--- src/rtl/window_buffer5x5_pkg.sv ---
// Shared constants for the 5x5 window generator.
// The window is stored row-major, so element k = r*WIN_DIM + c.
package window_buffer5x5_pkg;
    localparam int WIN_DIM   = 5;
    localparam int WIN_ELEMS = WIN_DIM * WIN_DIM;
    localparam int NUM_LB    = WIN_DIM - 1;
    localparam int CTR_MIN   = WIN_DIM - 1;   // first row/col index that completes a window
    localparam int CTR_OFS   = WIN_DIM / 2;   // distance from newest pixel to window centre
endpackage

--- src/rtl/window_buffer5x5_line_buffer.sv ---
// Enable-gated delay line of DEPTH accepted pixels: circular RAM, read-before-write.
// Storage is deliberately unreset so it can map onto RAM; only the pointer resets.
module window_buffer5x5_line_buffer #(
    parameter int DATA_WIDTH = 8,
    parameter int DEPTH      = 64
) (
    input  logic                  clk,
    input  logic                  rst_n,
    input  logic                  en_i,
    input  logic [DATA_WIDTH-1:0] din_i,
    output logic [DATA_WIDTH-1:0] dout_o
);
    localparam int AW = (DEPTH > 1) ? $clog2(DEPTH) : 1;

    logic [DATA_WIDTH-1:0] mem [DEPTH];
    logic [AW-1:0]         ptr_q, ptr_d;

    always_comb begin
        ptr_d = ptr_q;
        if (en_i) ptr_d = (ptr_q == AW'(DEPTH - 1)) ? '0 : ptr_q + AW'(1);
    end

    always_ff @(posedge clk or negedge rst_n) begin
        if (!rst_n) ptr_q <= '0;
        else        ptr_q <= ptr_d;
    end

    always_ff @(posedge clk) begin
        if (en_i) mem[ptr_q] <= din_i;
    end

    // Slot about to be overwritten holds the pixel accepted DEPTH enables ago.
    assign dout_o = mem[ptr_q];
endmodule

--- src/rtl/window_buffer5x5.sv ---
// Raster-stream 5x5 window generator: four cascaded line buffers feed a shifting
// window register array; only fully-interior windows are flagged valid.
import window_buffer5x5_pkg::*;

module window_buffer5x5 #(
    parameter int DATA_WIDTH  = 8,
    parameter int IMG_WIDTH   = 64,
    parameter int IMG_HEIGHT  = 64,
    parameter int WINDOW_S    = 25,
    parameter int WINDOW_BITS = WINDOW_S * DATA_WIDTH
) (
    input  logic                          clk,
    input  logic                          rst_n,
    input  logic                          in_valid,
    input  logic                          in_sof,
    input  logic [DATA_WIDTH-1:0]         in_data,
    output logic                          out_valid,
    output logic [$clog2(IMG_HEIGHT)-1:0] out_row,
    output logic [$clog2(IMG_WIDTH)-1:0]  out_col,
    output logic [WINDOW_BITS-1:0]        pack_wBuffer
);
    localparam int RW = $clog2(IMG_HEIGHT);
    localparam int CW = $clog2(IMG_WIDTH);

    logic [NUM_LB-1:0][DATA_WIDTH-1:0]                lb_in, lb_out;
    logic [WIN_DIM-1:0][DATA_WIDTH-1:0]               col_new;
    logic [WIN_DIM-1:0][WIN_DIM-1:0][DATA_WIDTH-1:0]  win_q, win_d;
    logic [RW-1:0] row_q, row_d, cur_row;
    logic [CW-1:0] col_q, col_d, cur_col;
    logic          win_ok;
    logic          out_valid_q;
    logic [RW-1:0] out_row_q;
    logic [CW-1:0] out_col_q;

    genvar gi;
    generate
        for (gi = 0; gi < NUM_LB; gi++) begin : g_lb
            if (gi == 0) begin : g_head
                assign lb_in[gi] = in_data;
            end else begin : g_tail
                assign lb_in[gi] = lb_out[gi-1];
            end
            window_buffer5x5_line_buffer #(
                .DATA_WIDTH(DATA_WIDTH),
                .DEPTH     (IMG_WIDTH)
            ) u_lb (
                .clk   (clk),
                .rst_n (rst_n),
                .en_i  (in_valid),
                .din_i (lb_in[gi]),
                .dout_o(lb_out[gi])
            );
            // Deeper line buffers hold older rows, i.e. rows nearer the top.
            assign col_new[NUM_LB-1-gi] = lb_out[gi];
        end
    endgenerate
    assign col_new[WIN_DIM-1] = in_data;

    // A qualified in_sof pins the incoming pixel to (0,0) whatever the counters say.
    assign cur_row = (in_valid && in_sof) ? '0 : row_q;
    assign cur_col = (in_valid && in_sof) ? '0 : col_q;
    assign win_ok  = in_valid && (cur_row >= RW'(CTR_MIN)) && (cur_col >= CW'(CTR_MIN));

    always_comb begin
        row_d = row_q;
        col_d = col_q;
        if (in_valid) begin
            if (cur_col == CW'(IMG_WIDTH - 1)) begin
                col_d = '0;
                row_d = (cur_row == RW'(IMG_HEIGHT - 1)) ? '0 : cur_row + RW'(1);
            end else begin
                col_d = cur_col + CW'(1);
                row_d = cur_row;
            end
        end
    end

    always_comb begin
        win_d = win_q;
        if (in_valid) begin
            for (int r = 0; r < WIN_DIM; r++) begin
                for (int c = 0; c < WIN_DIM - 1; c++) win_d[r][c] = win_q[r][c+1];
                win_d[r][WIN_DIM-1] = col_new[r];
            end
        end
    end

    always_ff @(posedge clk or negedge rst_n) begin
        if (!rst_n) begin
            row_q       <= '0;
            col_q       <= '0;
            win_q       <= '0;
            out_valid_q <= 1'b0;
            out_row_q   <= '0;
            out_col_q   <= '0;
        end else begin
            row_q       <= row_d;
            col_q       <= col_d;
            win_q       <= win_d;
            out_valid_q <= win_ok;
            if (win_ok) begin
                out_row_q <= cur_row - RW'(CTR_OFS);
                out_col_q <= cur_col - CW'(CTR_OFS);
            end
        end
    end

    assign out_valid    = out_valid_q;
    assign out_row      = out_row_q;
    assign out_col      = out_col_q;
    // Row-major packed array already matches the k = r*5+c element layout.
    assign pack_wBuffer = WINDOW_BITS'(win_q);
endmodule
--- config.mk ---
export PLATFORM = sky130hd
export DESIGN_NAME = window_buffer5x5
export DESIGN_NICKNAME = d
export VERILOG_FILES = /design/src/rtl/window_buffer5x5_pkg.sv /design/src/rtl/window_buffer5x5_line_buffer.sv /design/src/rtl/window_buffer5x5.sv
export SDC_FILE = /design/constraint.sdc
export NUM_CORES = 2
export LEC_CHECK = 0
export ABC_AREA = 1
export BUFFER_PORTS_ARGS = -buffer_cell sky130_fd_sc_hd__clkbuf_2
export CAP_MARGIN = 20
export CORE_MARGIN = 4
export CORE_UTILIZATION = 63
export DETAILED_ROUTE_END_ITERATION = 16
export PLACE_DENSITY = 0.8
export SYNTH_ARGS = -nofsm -noshare
export SYNTH_HDL_FRONTEND = slang
export SYNTH_SLANG_ARGS = --single-unit
--- constraint.sdc ---
create_clock -name clk -period 3.3 [get_ports clk]
set_input_delay 0 -clock clk [delete_from_list [all_inputs] [get_ports clk]]
set_output_delay 0 -clock clk [all_outputs]
set_load 0.1 [all_outputs]
==> summary.txt <==
Die
  – CORE AREA: 0.1524 mm^2
  – Die Height: 400.3 um
  – I/O pin count: 225
  – Initial Util: a little under two thirds
  – Full die area: approximately 0.16 mm^2
  – Row cnt: 143
  – Die Wd: roughly 400 um

Logic synthesis
  – Net Count, Synth: between 9,000 and 10,000
  – Area leader, netlist: edfxtp_1
  – Post-synthesis sequential area ratio: 69.85%
  – Syn. warnings: 0
  – Post-synth top cells: nand2_1 (6,044), edfxtp_1 (2,048), nor2_1 (379)
  – Post-synth EDFFs: 2,048
  – Synth top area share: between 60% and 70%
  – Syn avg cell area: between 9 and 10 um^2
  – Asr flop ratio synth: 10.84%
  – Cell count after synthesis: about 9,700
  – Most common cell in the synthesized netlist: nand2_1
  – Top cells by area, synth: edfxtp_1 (63%), nand2_1 (23%), dfrtp_1 (6.4%), nor2_1 (1.5%), buf_2 (1.1%)
  – Synth Register Bits: roughly 2,300
  – Most used DFF post-synth: edfxtp_1
  – Post-synthesis cell type count: 32
  – Synth Cell Area: between 0.09 and 0.1 mm^2

Routing
  – Via density per instance: 5.584
  – Drt first pass iters: 8
  – WL final: ~240,000 um
  – Antenna viol nets, final: 0
  – Via count: 68,870
  – Routed len/inst: 19.63 um
  – # DRC: 0
  – DRT iter0 DRCs: 7,909

Timing
  – Skew final: 0.04090 ns
  – Max-slew headroom: about 27%
  – Final slew viol count: 0
  – Unrepaired setup endpoints after global routing: no
  – Max Freq: 0.3227 GHz
  – Worst Tran Pin Value: 1.095 ns
  – Setup_tns: 0 ns
  – Hold Fails Final Rpt: 0
  – Final period util: 93.90%
  – Tmin final: 3.099 ns
  – Endpoints failing setup: 0

Layout
  – Layout area overhead: 13.21%
  – Layout net count: 10,120
  – Layout cell share with drive strength beyond 1: between 10% and 20%

CTS
  – TritonCTS buffer count: 219
  – Sink Count: 2,297
  – Worst-path clk slew: 0.06 ns
  – Worst-Skew Late Latency: 0.86 ns
  – CTS root buffer: clkbuf_16
  – Clk buf depth: 3
  – Cts repair resizes: 0
  – CTS tree: yes
  – CTS H-tree lvls: 4

Pwr
  – Static Leak: 47.74 nW
  – Pwr per Cell Area: between 900 and 1000 mW/mm^2
  – Peak supply drop: 0.001357 V
  – Final total power: 0.1055 W

Placed design
  – Final GP Congestion: 0.9225
  – Port bufs: ~220
  – HPWL after DPL: 142,800 um

Outcome
  – Status: finished clean

Global route
  – First-pass GRT wire length: roughly 370,000 um
  – Antenna violations before repair: 7
  – Vias in the first global route: 66,690
  – Largest net degree at the start of global routing: about 200
  – GRT Util Overall: 29.69%
  – Gr ovfl total: 0

Worst setup path
  – Crit. End Element: flip-flop
  – Crit path arrival time: 3.65 ns
  – Setup CP Type: reg -> reg
  – Critical Path RT: 3.85 ns
  – Startpoint types: flip-flop
  – CP max FO: around 120

Hold path
  – Worst Hold Class: in -> reg

Run
  – Max Cap Viol: 0
## layout by cell type (no fill, tap or decap), drive strengths merged
cell type / synthesis / routed
o21ai: 193 / 193
xor2: 10 / 10
diode: 0 / 1
clkinvlp: 0 / 9
buf: 349 / 396
inv: 199 / 206
a21oi: 7 / 7
nor2: 387 / 387
clkinv: 5 / 81
clkbuf: 110 / 527
bufinv: 0 / 21
dfrtp: 249 / 249
nand2: 6046 / 6046
or2: 11 / 11
nand3: 39 / 39
dlygate4sd3: 0 / 12
o211ai: 9 / 9
ha: 6 / 6
edfxtp: 2048 / 2048
o21a: 2 / 2
nand4: 10 / 10
nor3: 29 / 29
o22ai: 4 / 4
nor4: 1 / 1
## per-stage QoR
stage,setup slack [ns],cells,utilization [%],instance area [um^2],hold WS (ns)
2_1_floorplan,0.8299,9714,-,96970,-0.2956
3_3_place_gp,0.2631,11900,66.94,102000,0.1475
3_5_place_dp,0.3043,11900,66.94,102000,0.1608
4_1_cts,0.2243,12330,71.97,109700,0.03302
5_1_grt,0.1326,12330,72.01,109800,0.06003
6_report,0.2014,12330,72.01,109800,0.07178
## routing by layer
layer	wire (um)	track usage, %	vias to the layer above
met2	115200	47.72	3715
met1	93060	41.01	32580
li1	-	-	32010
met3	25510	5.648	560
met4	8335	10.82	2
met5	13	0	-
## layout make-up
class / count / area (um^2)
Sequential cell: 2297 / 67770
Inverter: 204 / 800.8
Fill cell: 10200 / 42660
Timing Repair Buffer: 630 / 5045
Clock inverter: 113 / 1239
Tap cell: 2030 / 2540
Clock buffer: 305 / 6340
Multi-Input combinational cell: 6754 / 26050
Antenna cell: 1 / 2.502
## cells by family after synthesis
| group | after synthesis | synth area share [%] |
|---|---|---|
| adder cells (fa/ha/maj) | 6 | 0.07741 |
| flip-flops | 2297 | 69.85 |
| buffers and inverters | 663 | 3.357 |
| AO/OA/AOI/OAI | 215 | 1.143 |
| AND/OR/NAND/NOR | 6523 | 25.49 |
| XOR/XNOR | 10 | 0.09031 |
## flip-flops by register name, indices dropped and copies added (netlist names)
| register | count |
|---|---|
| col_q | 6 |
| pack_wBuffer | 200 |
| out_row | 6 |
| row_q | 6 |
| g_lb.u_lb.ptr_q | 24 |
| g_lb.u_lb.mem | 2048 |
| out_valid | 1 |
| out_col | 6 |
## worst paths after layout
check | startpoint | to | slack [ns] | cells after the start
setup / recovery | g_lb[2].u_lb.ptr_q[1]$_DFFE_PN0P_ | g_lb[2].u_lb.mem[29][0]$_DFFE_PP_ | 0.20 | 5
hold / removal | in_data[2] | g_lb[0].u_lb.mem[39][2]$_DFFE_PP_ | 0.07 | 2
hold reg to reg | pack_wBuffer[82]$_DFFE_PN0P_ | pack_wBuffer[82]$_DFFE_PN0P_ | 0.49 | 2
max in group asynchronous | rst_n | g_lb[0].u_lb.ptr_q[1]$_DFFE_PN0P_ | 1.97 | 4
setup reg to reg | g_lb[2].u_lb.ptr_q[1]$_DFFE_PN0P_ | g_lb[2].u_lb.mem[29][0]$_DFFE_PP_ | 0.20 | 5
min in group asynchronous | rst_n | pack_wBuffer[81]$_DFFE_PN0P_ | 0.37 | 3
## worst max-delay path: stages, from the launching register on
cell and delay [ns]:
dfrtp_4 0.49, buf_12 0.26, nor2_1 0.70, nand2_1 0.64, nor2_1 0.44, buf_4 0.22
## power by group
| group | switching [W] | total [W] | internal, W |
|---|---|---|---|
| logic | 0.0296 | 0.0371 | 0.00751 |
| registers | 0.00121 | 0.0424 | 0.0412 |
| clock network | 0.0108 | 0.0259 | 0.0151 |
## repair_timing
action,CTS,global route
hold buffers,10,2
endpoints found under the hold margin,499,130
buffers inserted,0,0
Note: power is estimated with default switching activity, not from simulation.
